### src/rtl/pipe_stage_reg_if.sv
// Payload handshake between a producing stage, the stage register and the consuming stage.
// The producer offers in_data/in_valid every cycle; the register forwards them one edge later as
// out_data/out_valid unless the stall vector holds or bubbles the boundary. There is no back-pressure
// wire: stalling is decided centrally by the stall vector, so valid never waits on a ready.
interface pipe_stage_reg_if #(
  parameter int DATA_W = 64
);
  logic [DATA_W-1:0] in_data;
  logic              in_valid;
  logic [DATA_W-1:0] out_data;
  logic              out_valid;
  logic              out_held;

  modport master (
    output in_data,
    output in_valid,
    input  out_data,
    input  out_valid,
    input  out_held
  );

  modport slave (
    input  in_data,
    input  in_valid,
    output out_data,
    output out_valid,
    output out_held
  );
endinterface

### src/rtl/pipe_stage_reg.sv
// Inter-stage pipeline register with valid bit, hold/bubble/flush control, sticky stall-vector
// consistency flag and saturating hold/bubble performance counters.
module pipe_stage_reg #(
  parameter int                  DATA_W     = 64,
  parameter int                  STALL_W    = 6,
  parameter int                  STAGE      = 1,
  parameter logic [DATA_W-1:0]   RESET_VAL  = 64'h0000_3000_0000_3000,
  parameter logic [DATA_W-1:0]   BUBBLE_VAL = '0,
  parameter int                  CNT_W      = 16
) (
  input  logic               clk,
  input  logic               rst_n,
  pipe_stage_reg_if.slave    bus,
  input  logic [STALL_W-1:0] stall,
  input  logic               flush,
  input  logic               perf_clr,
  output logic [CNT_W-1:0]   hold_cnt,
  output logic [CNT_W-1:0]   bubble_cnt,
  output logic               err_stall
);

  generate
    if (DATA_W < 1) begin : g_bad_data_w
      $error("pipe_stage_reg: DATA_W must be >= 1");
    end
    if (CNT_W < 1) begin : g_bad_cnt_w
      $error("pipe_stage_reg: CNT_W must be >= 1");
    end
    if (STAGE < 0 || STAGE > STALL_W - 2) begin : g_bad_stage
      $error("pipe_stage_reg: STAGE must satisfy 0 <= STAGE <= STALL_W-2");
    end
  endgenerate

  typedef enum logic [1:0] {
    ACT_ADVANCE = 2'd0,
    ACT_HOLD    = 2'd1,
    ACT_BUBBLE  = 2'd2,
    ACT_FLUSH   = 2'd3
  } action_e;

  localparam logic [CNT_W-1:0] CNT_MAX = '1;

  logic s_stall;
  logic n_stall;
  logic illegal_stall;
  logic unused_stall;

  assign s_stall       = stall[STAGE];
  assign n_stall       = stall[STAGE+1];
  assign illegal_stall = !s_stall && n_stall;
  // Only two bits of the shared vector matter at this boundary.
  assign unused_stall  = ^stall;

  action_e           action;
  logic [DATA_W-1:0] data_d;
  logic              valid_d;
  logic              held_d;
  logic [CNT_W-1:0]  hold_cnt_d;
  logic [CNT_W-1:0]  bubble_cnt_d;
  logic              err_stall_d;

  always_comb begin
    action = ACT_ADVANCE;
    if (flush)                   action = ACT_FLUSH;
    else if (s_stall && !n_stall) action = ACT_BUBBLE;
    else if (s_stall && n_stall)  action = ACT_HOLD;
  end

  always_comb begin
    data_d  = bus.out_data;
    valid_d = bus.out_valid;
    held_d  = 1'b0;
    unique case (action)
      ACT_FLUSH, ACT_BUBBLE: begin
        data_d  = BUBBLE_VAL;
        valid_d = 1'b0;
      end
      ACT_HOLD: held_d = 1'b1;
      default: begin
        data_d  = bus.in_data;
        valid_d = bus.in_valid;
      end
    endcase
  end

  // A clear wins over any increment landing in the same cycle; the datapath is unaffected by it.
  always_comb begin
    hold_cnt_d   = hold_cnt;
    bubble_cnt_d = bubble_cnt;
    err_stall_d  = err_stall | illegal_stall;
    if (perf_clr) begin
      hold_cnt_d   = '0;
      bubble_cnt_d = '0;
      err_stall_d  = 1'b0;
    end else begin
      if (action == ACT_HOLD && hold_cnt != CNT_MAX)
        hold_cnt_d = hold_cnt + 1'b1;
      if (action == ACT_BUBBLE && bubble_cnt != CNT_MAX)
        bubble_cnt_d = bubble_cnt + 1'b1;
    end
  end

  always_ff @(posedge clk or negedge rst_n) begin
    if (!rst_n) begin
      bus.out_data  <= RESET_VAL;
      bus.out_valid <= 1'b0;
      bus.out_held  <= 1'b0;
      hold_cnt      <= '0;
      bubble_cnt    <= '0;
      err_stall     <= 1'b0;
    end else begin
      bus.out_data  <= data_d;
      bus.out_valid <= valid_d;
      bus.out_held  <= held_d;
      hold_cnt      <= hold_cnt_d;
      bubble_cnt    <= bubble_cnt_d;
      err_stall     <= err_stall_d;
    end
  end

endmodule

### src/flat_wrapper.sv
// flat-port wrapper written by rule: the top's interface ports become plain ports
module pipe_stage_reg_flat 
#(
  parameter int                  DATA_W     = 64,
  parameter int                  STALL_W    = 6,
  parameter int                  STAGE      = 1,
  parameter logic [DATA_W-1:0]   RESET_VAL  = 64'h0000_3000_0000_3000,
  parameter logic [DATA_W-1:0]   BUBBLE_VAL = '0,
  parameter int                  CNT_W      = 16
)
  (clk, rst_n, stall, flush, perf_clr, hold_cnt, bubble_cnt, err_stall, bus_in_data, bus_in_valid, bus_out_data, bus_out_valid, bus_out_held);
  pipe_stage_reg_if #(.DATA_W(DATA_W)) bus_i ();
  input  logic clk;
  input  logic rst_n;
  input  logic [STALL_W-1:0] stall;
  input  logic flush;
  input  logic perf_clr;
  output logic [CNT_W-1:0] hold_cnt;
  output logic [CNT_W-1:0] bubble_cnt;
  output logic err_stall;
  input wire logic [$bits(bus_i.in_data)-1:0] bus_in_data;
  input wire logic [$bits(bus_i.in_valid)-1:0] bus_in_valid;
  output wire logic [$bits(bus_i.out_data)-1:0] bus_out_data;
  output wire logic [$bits(bus_i.out_valid)-1:0] bus_out_valid;
  output wire logic [$bits(bus_i.out_held)-1:0] bus_out_held;
  assign bus_i.in_data = bus_in_data;
  assign bus_i.in_valid = bus_in_valid;
  assign bus_out_data = bus_i.out_data;
  assign bus_out_valid = bus_i.out_valid;
  assign bus_out_held = bus_i.out_held;
  pipe_stage_reg #(.DATA_W(DATA_W), .STALL_W(STALL_W), .STAGE(STAGE), .RESET_VAL(RESET_VAL), .BUBBLE_VAL(BUBBLE_VAL), .CNT_W(CNT_W)) u_core (.clk(clk), .rst_n(rst_n), .bus(bus_i), .stall(stall), .flush(flush), .perf_clr(perf_clr), .hold_cnt(hold_cnt), .bubble_cnt(bubble_cnt), .err_stall(err_stall));
endmodule
### config.mk
export PLATFORM = sky130hd
export DESIGN_NAME = pipe_stage_reg_flat
export DESIGN_NICKNAME = d
export VERILOG_FILES = /design/src/rtl/pipe_stage_reg_if.sv /design/src/rtl/pipe_stage_reg.sv /design/src/flat_wrapper.sv
export SDC_FILE = /design/constraint.sdc
export NUM_CORES = 1
export LEC_CHECK = 0
export CAP_MARGIN = 20
export CORE_AREA = 2 2 101 103
export CTS_CLUSTER_DIAMETER = 100
export DETAILED_ROUTE_END_ITERATION = 8
export DIE_AREA = 0 0 103 105
export PLACE_DENSITY = 0.8
export SLEW_MARGIN = 20
export SYNTH_ARGS = -nofsm -noshare
export SYNTH_HDL_FRONTEND = slang
export SYNTH_SLANG_ARGS = --single-unit
### constraint.sdc
create_clock -name clk -period 2.5 [get_ports clk]
set_input_delay 0.5 -clock clk [delete_from_list [all_inputs] [get_ports clk]]
set_output_delay 0.5 -clock clk [all_outputs]
set_load 0.005 [all_outputs]
=== Word-level counts from Yosys, hierarchy flattened ===
Index checks and enable logic that the tools add are counted.

* Word-level logic and storage cells: 35
* Bits of input ports: 75
* Register bits after elaboration: 99
* Output and inout port bits: 99

* Multiplexer cells: 11
* $add $sub $neg: 2
* Equal/unequal tests: 5
* Reduce and logical (&&, ||, !) cells: 10
* Bitwise gates (word level): 1

{| class="wikitable"
|+ Operators by type and width
! operator !! number
|-
| case mux 64 bit (2 select lines) || 1
|-
| two-way mux 16 bit || 4
|-
| adder 16 x 1 -> 16 bit, second input constant || 2
|-
| != test 16 bit, second input constant || 2
|-
| logical AND 1 bit || 5
|-
| == test 2 bit, second input constant || 2
|-
| two-way mux 2 bit || 2
|-
| nonzero test 2 bit || 2
|-
| two-way mux 1 bit || 3
|-
| == test 2 x 1 -> 1 bit, second input constant || 1
|-
| logical NOT 1 bit || 2
|-
| case mux 1 bit (2 select lines) || 1
|-
| OR reduction 2 bit || 1
|-
| bitwise OR 1 bit || 1
|}

=== Depth between registers and ports, before layout ===
Gate-level depths: netlist (run 1).

* Depth after elaboration: 8
* Depth in mapped cells: 6

=== Worst setup path after synthesis (run 1) ===
Ideal clock, no wire load.

* Path type: in2reg
* From: in flush
* To: reg u_core.bubble_cnt[11]
* Arrival: 2.278 ns
* Stages on the path: 6
* Setup slack: 0.144 ns
* Buffers on the path: 2
* Path through: or3b_1 -> buf_2 -> or4_1 -> buf_2 -> or4_1 -> a21oi_1

* Cells in the longest elaborated chain, start to end: 4

{| class="wikitable"
|+ RTL lines
! what !! RTL line !! source
|-
| start: declaration || flat_wrapper.sv:16 || <nowiki>input logic flush;</nowiki>
|-
| two-way mux 2 bit || pipe_stage_reg.sv:64 || <nowiki>if (flush) action = ACT_FLUSH;</nowiki>
|-
| == test 2 bit || pipe_stage_reg.sv:98 || <nowiki>if (action == ACT_BUBBLE && bubble_cnt != CNT_MAX)</nowiki>
|-
| logical AND 1 bit || pipe_stage_reg.sv:98 ||
|-
| nonzero test 2 bit (no line) || n/a ||
|-
| end signal: assignment || pipe_stage_reg.sv:116 || <nowiki>bubble_cnt <= bubble_cnt_d;</nowiki>
|-
| end: declaration || pipe_stage_reg.sv:18 || <nowiki>output logic [CNT_W-1:0] bubble_cnt,</nowiki>
|}

Every way passes these cells.
A chain may end at the register's enable or synchronous reset.

=== Final worst setup path (run 1) ===
* From: in stall[1]
* To: reg u_core.bubble_cnt[9]

* Cells in the longest elaborated chain, start to end: 7

{| class="wikitable"
|+ RTL lines
! what !! RTL line !! source
|-
| start: declaration || flat_wrapper.sv:15 || <nowiki>input logic [STALL_W-1:0] stall;</nowiki>
|-
| logical AND 1 bit || pipe_stage_reg.sv:66 || <nowiki>else if (s_stall && n_stall) action = ACT_HOLD;</nowiki>
|-
| two-way mux 1 bit || pipe_stage_reg.sv:66 ||
|-
| two-way mux 2 bit (*) || pipe_stage_reg.sv:65 || <nowiki>else if (s_stall && !n_stall) action = ACT_BUBBLE;</nowiki>
|-
| two-way mux 2 bit (*) || pipe_stage_reg.sv:64 ||
|-
| == test 2 bit (*) || pipe_stage_reg.sv:98 ||
|-
| logical AND 1 bit (*) || pipe_stage_reg.sv:98 ||
|-
| nonzero test 2 bit (no line) (*) || n/a ||
|}

Every way passes the cells marked *; elsewhere a longest branch is shown, timed or not.

==> results of run 1 <==
## stage by stage
step           std cells  setup WS (ns)  TNS, ns  hold WS, ns  utilization [%]
2_1_floorplan        345         0.1442        0       0.2044                -
3_3_place_gp         641        -0.2260  -0.9115       0.4770            62.54
3_5_place_dp         641        -0.2977   -1.172       0.4906            62.54
4_1_cts              657        0.09992        0       0.2011            64.77
5_1_grt              657        0.07042        0       0.2349            64.81
6_report             657         0.1277        0       0.1963            64.81
## flip-flops by register name, indices dropped and copies added (netlist names)
signal / flops
u_core.hold_cnt: 16
u_core.bus.out_data: 64
u_core.bubble_cnt: 16
u_core.bus.out_held: 1
u_core.bus.out_valid: 1
u_core.err_stall: 1
## cells in the mapped netlist
| cell | n | share of area (%) |
|---|---|---|
| dfrtp_1 | 95 | 58 |
| a22o_1 | 65 | 14 |
| a21oi_1 | 23 | 2.8 |
| nand2_1 | 16 | 1.5 |
| clkbuf_1 | 13 | 1.2 |
| or4_1 | 13 | 2.4 |
| nand4_1 | 11 | 1.7 |
| nor2_1 | 11 | 1.0 |
| o31ai_1 | 10 | 1.8 |
| nand3_1 | 9 | 1.1 |
| o21ai_0 | 9 | 1.1 |
| buf_1 | 7 | 0.64 |
| nor3_1 | 7 | 0.85 |
| or3_1 | 7 | 1.1 |
| and3_1 | 6 | 0.91 |
| and4_1 | 5 | 1.1 |
| dfstp_2 | 4 | 2.6 |
| inv_1 | 4 | 0.37 |
| mux2_2 | 3 | 0.82 |
| nor2b_1 | 3 | 0.46 |
| nor4_1 | 3 | 0.46 |
| o41ai_1 | 3 | 0.64 |
| a41oi_1 | 2 | 0.43 |
| buf_2 | 2 | 0.24 |
| ha_1 | 2 | 0.61 |
| o311ai_0 | 2 | 0.43 |
| and3b_1 | 1 | 0.21 |
| and4b_1 | 1 | 0.24 |
| mux2i_1 | 1 | 0.24 |
| nor3b_1 | 1 | 0.18 |
| o2111ai_1 | 1 | 0.21 |
| o21bai_1 | 1 | 0.18 |
| o311a_1 | 1 | 0.24 |
| or2_2 | 1 | 0.15 |
| or3b_1 | 1 | 0.21 |
| xor2_1 | 1 | 0.21 |
## final timing paths
path | start | end | slack [ns] | cells after the start
worst max register to register | u_core.bubble_cnt[0] | u_core.bubble_cnt[2] | 0.54 | 5
worst min-delay path | rst_n | u_core.hold_cnt[10] | 0.20 | 1
worst max-delay path | stall[1] | u_core.bubble_cnt[9] | 0.13 | 5
min in group clk | u_core.err_stall | u_core.err_stall | 0.51 | 2
worst min register to register | u_core.err_stall | u_core.err_stall | 0.51 | 2
max in group asynchronous | rst_n | u_core.bus.out_data[45] | 1.60 | 2
## metal layers
layer	vias to the layer above	part of all wire, %
li1	1693	-
met1	1789	42
met2	139	49
met3	12	8.0
met4	0	1.5
met5	-	0
## critical path, cell delays in order
cell and delay (ns):
clkdlybuf4s50_1 0.48, or3b_1 0.41, or4_4 0.59, or4_1 0.52, a21oi_1 0.15
## layout make-up
class	count	area, um2
tap	133	166.4
fill	792	3392
clock buffer	10	127.6
timing repair buffer	185	1834
multi-input combinational	220	1534
inverter	4	15.01
sequential	99	2482
clock inverter	6	87.58
## power groups by stage
stage / sequential, mW / clock (mW) / combinational (mW)
global route: 1.70 / 1.19 / 0.413
finish: 1.69 / 1.11 / 0.381
CTS: 1.69 / 1.14 / 0.387
detailed placement: 1.72 / 0 / 0.388
floorplan: 1.72 / 0 / 0.0872
global placement: 1.72 / 0 / 0.377
## logic make-up (layout without fill, tap and decap cells)
logic type	count (synthesis)	after routing	synth area share, %
AO/OA/AOI/OAI	117	117	21.74
XOR/XNOR	1	1	0.2135
buffers and inverters	26	205	2.439
multiplexers	4	4	1.067
adder cells (fa/ha/maj)	2	2	0.6097
flip-flops	99	99	60.49
AND/OR/NAND/NOR	96	96	13.45
==> metrics, run 1 <==
vias per inst 5.530; CP Data Required Time 2.78 ns; Syn Nets 422; Port Buffer Count 169; Design Area, Final 6247 um2; GRT Util Overall 21.50%; Net Sw Power 720.6 uW; internal power 2.461 mW; First DRT Iteration DRCs 131; # H-tree levels 3; Distinct cells, synth 36; # DRC 0; Core ar. 9639 um2; Setup Skew 0.002348 ns; clock network power share 34.9%; Logic pwr share 12.0%; met2 Use GR 34.00%; Global Route met1 Usage 27.55%; status finished, final reports clean; Worst-path clk slew 0.09 ns; fmax 421.5 MHz; I/O pin count 174; post-route ant nets 0; endpoints failing setup 0; first-pass GRT wire length 18.36 mm; Initial Util 42.58%; Area after DPL 6028 um2; Vias 3,633; hold buffer count at cts 0; Synth Instances 345; Die Width 103 um; synthesis-stage register bit count 99; WL/cell 17.18 um; Switching Fraction 22.65%; clk root buf clkbuf_8; commonest non-fill, non-tap cells in the layout clkdlybuf4s50_1, dfrtp_1, a22o_1, a21oi_1, nand2_1; initial antenna violation count 0; Sink Count 99; total CTS buffers 9; met3 Use GR 6.622%; largest net degree at the start of global routing 66; unrepaired setup endpoints after global routing false; CP endpoint kind register; Post-Syn Area per Cell 11.90 um2; Max Fanout on Critical Path 5; Max transition margin 52.54%; min-delay worst type in -> async; Max Cap Violations 0; Pre-antenna DRT Iters 5; Nets 596; final hold violation count 0; Yosys warning total 0; postcts setup bufs 0; Setup CP Type in -> reg; total grt overflow 0; Die Span Y 105 um; Area Growth Syn to Fin 52.23%; Flop pwr share 53.1%; Static Leak 2.626 nW; FP Rows 36; final count of pins violating max slew 0; WP data arrival 2.65 ns; Tmin final 2.372 ns; DP Wirelength 8.179 mm; Worst setup SP type input pin; clk buf depth 2; commonest non-fill, non-tap cell in the layout clkdlybuf4s50_1; PwrDens 509.3 nW/um2; period utilisation layout 94.89%; Peak VDD IR 0.3694 mV; Routed Wire Length 11.29 mm; layout cells sized above 1 8.206%; Tot Pwr 3.182 mW; sequential-to-total area share from yosys stat 60.49%; post-CTS sizing 0; GP Congestion 0.8433; CTS tree done; clk_lat worst skew 0.36 ns; synthesized area 4104 um2; # diodes 0; Die Area 10,820 um2; vias in the first global route 3,591; Slew @ Worst Pin 0.7120 ns; GR peak layer met2
Power figures use the tool's default switching activity.
==> run 2: changes to the inputs <==
--- a/config.mk
+++ b/config.mk
@@ -6,11 +6,12 @@
 export NUM_CORES = 1
 export LEC_CHECK = 0
 export CAP_MARGIN = 20
-export CORE_AREA = 2 2 101 103
+export CORE_AREA = 2 2 100 102
+export CTS_BUF_LIST = sky130_fd_sc_hd__clkbuf_8
 export CTS_CLUSTER_DIAMETER = 100
 export DETAILED_ROUTE_END_ITERATION = 8
-export DIE_AREA = 0 0 103 105
-export PLACE_DENSITY = 0.8
+export DIE_AREA = 0 0 102 104
+export PLACE_DENSITY = 0.81
 export SLEW_MARGIN = 20
 export SYNTH_ARGS = -nofsm -noshare
 export SYNTH_HDL_FRONTEND = slang
==> metrics, run 2 (synthesized netlist as in run 1, its figures left out) <==
status finished, final reports clean; Largest Register u_core.bus.out_data; Buf/Inv on CP 1; Nets 598; # diodes 0; Worst-path clk slew 0.10 ns; Initial Util 42.98%; Port Buffer Count 169; Peak VDD IR 0.3324 mV; PwrDens 505.1 nW/um2; total CTS buffers 9; clk_lat worst skew 0.37 ns; endpoints failing setup 0; Setup CP Type in -> reg; first-pass GRT wire length 18.17 mm; layout cells sized above 1 8.365%; Worst Setup Slack post-DPL -0.2685 ns; Static Leak 2.647 nW; FP Rows 36; Sink Count 99; Setup Skew 0.01213 ns; Crit-path slowest cell or4_4; largest net degree at the start of global routing 67; period utilisation layout 93.69%; met2 Use GR 34.40%; met3 Use GR 6.653%; Die Span Y 104 um; CTS tree done; # DRC 0; Core ar. 9549 um2; Vias 3,636; min-delay worst type in -> async; CP endpoint kind register; clk buf depth 2; Die Area 10,610 um2; initial antenna violation count 0; GP Congestion 0.8050; fmax 426.9 MHz; WP data arrival 2.63 ns; GRT Util Overall 21.74%; Worst setup SP type input pin; vias in the first global route 3,704; delay-heaviest family, CP simple AND/OR/NAND/NOR gates; final hold violation count 0; Largest regs u_core.bus.out_data (64), u_core.bubble_cnt (16), u_core.hold_cnt (16); Crit path largest cell delay 0.59 ns; I/O pin count 174; Max Cap Violations 0; First DRT Iteration DRCs 130; # H-tree levels 3; final count of pins violating max slew 0; clk root buf clkbuf_8; Tot Pwr 3.173 mW; Max Fanout on Critical Path 5; Global Route met1 Usage 27.47%; WL/cell 17.02 um; Slew @ Worst Pin 0.6384 ns; post-route ant nets 0; CP Data Required Time 2.78 ns; DP Wirelength 8.083 mm; crit path cell chain clkdlybuf4s50_1 > or3b_1 > or4_4 > or4_1 > a21oi_1; Area Growth Syn to Fin 53.08%; vias per inst 5.517; total grt overflow 0; max FFs per register 64; unrepaired setup endpoints after global routing false; commonest non-fill, non-tap cells in the layout clkdlybuf4s50_1, dfrtp_1, a22o_1, a21oi_1, nand2_1; Tmin final 2.342 ns; Die Width 102 um; final setup margin 0.1578 ns; hold buffer count at cts 0; GR peak layer met2; commonest non-fill, non-tap cell in the layout clkdlybuf4s50_1; Routed Wire Length 11.21 mm; postcts setup bufs 0; Max transition margin 57.11%; Pre-antenna DRT Iters 4; post-CTS sizing 0
==> run 2: changes by cell type in the layout (fill, tap and decap cells not counted), sizes merged <==
cell,before,now
buf,17,19
clkbuf,10,9
inv,5,6
==> run 2: worst register-to-register path, stage by stage (launching register included) <==
cell and delay [ns]:
dfrtp_1 0.44, ha_1 0.24, nand4_1 0.12, or4_1 0.60, nand3_1 0.12, mux2_2 0.33
==> run 2: cell type report <==
cell class              count  area (um2)
multi-input cells         220        1534
inverters                   4       15.01
clock inverters             7       86.33
well taps                 133       166.4
repair buffers            187        1874
clock buffers               9       123.9
flip-flops and latches     99        2482
fillers                   770        3267
==> run 2: routing by layer <==
metal | wire (um) | vias up
met2 | 5437 | 146
met5 | 0 | -
met4 | 215 | 0
met1 | 4632 | 1785
met3 | 928 | 15
li1 | - | 1690
==> run 2: worst paths after layout <==
| kind | slack, ns | start | cells after the start | endpoint |
|---|---|---|---|---|
| max in group asynchronous | 1.72 | rst_n | 2 | u_core.bus.out_data[44] |
| worst max register to register | 0.55 | u_core.bubble_cnt[1] | 5 | u_core.bubble_cnt[2] |
| worst min-delay path | 0.04 | rst_n | 1 | u_core.err_stall |
| min in group clk | 0.51 | u_core.err_stall | 2 | u_core.err_stall |
| worst min register to register | 0.51 | u_core.err_stall | 2 | u_core.err_stall |
| worst max-delay path | 0.16 | stall[1] | 5 | u_core.bubble_cnt[11] |
==> run 2: power by group <==
part           total, mW  internal, mW  switching [mW]
clock network       1.10         0.555           0.541
logic              0.388         0.244           0.144
registers           1.69          1.66          0.0325
total               3.17          2.46           0.718
==> run 2: through the flow <==
| step | cell area [um2] | setup TNS, ns | hold WS (ns) | utilization (%) | instances |
|---|---|---|---|---|---|
| global route | 6282 | 0 | 0.03804 | 65.79 | 659 |
| global placement | 6068 | -0.8571 | 0.4433 | 63.55 | 643 |
| CTS | 6279 | 0 | 0.02734 | 65.75 | 659 |
| floorplan | 4104 | 0 | 0.2044 | - | 345 |
| finish | 6282 | 0 | 0.03634 | 65.79 | 659 |
| detailed placement | 6068 | -1.078 | 0.4433 | 63.55 | 643 |
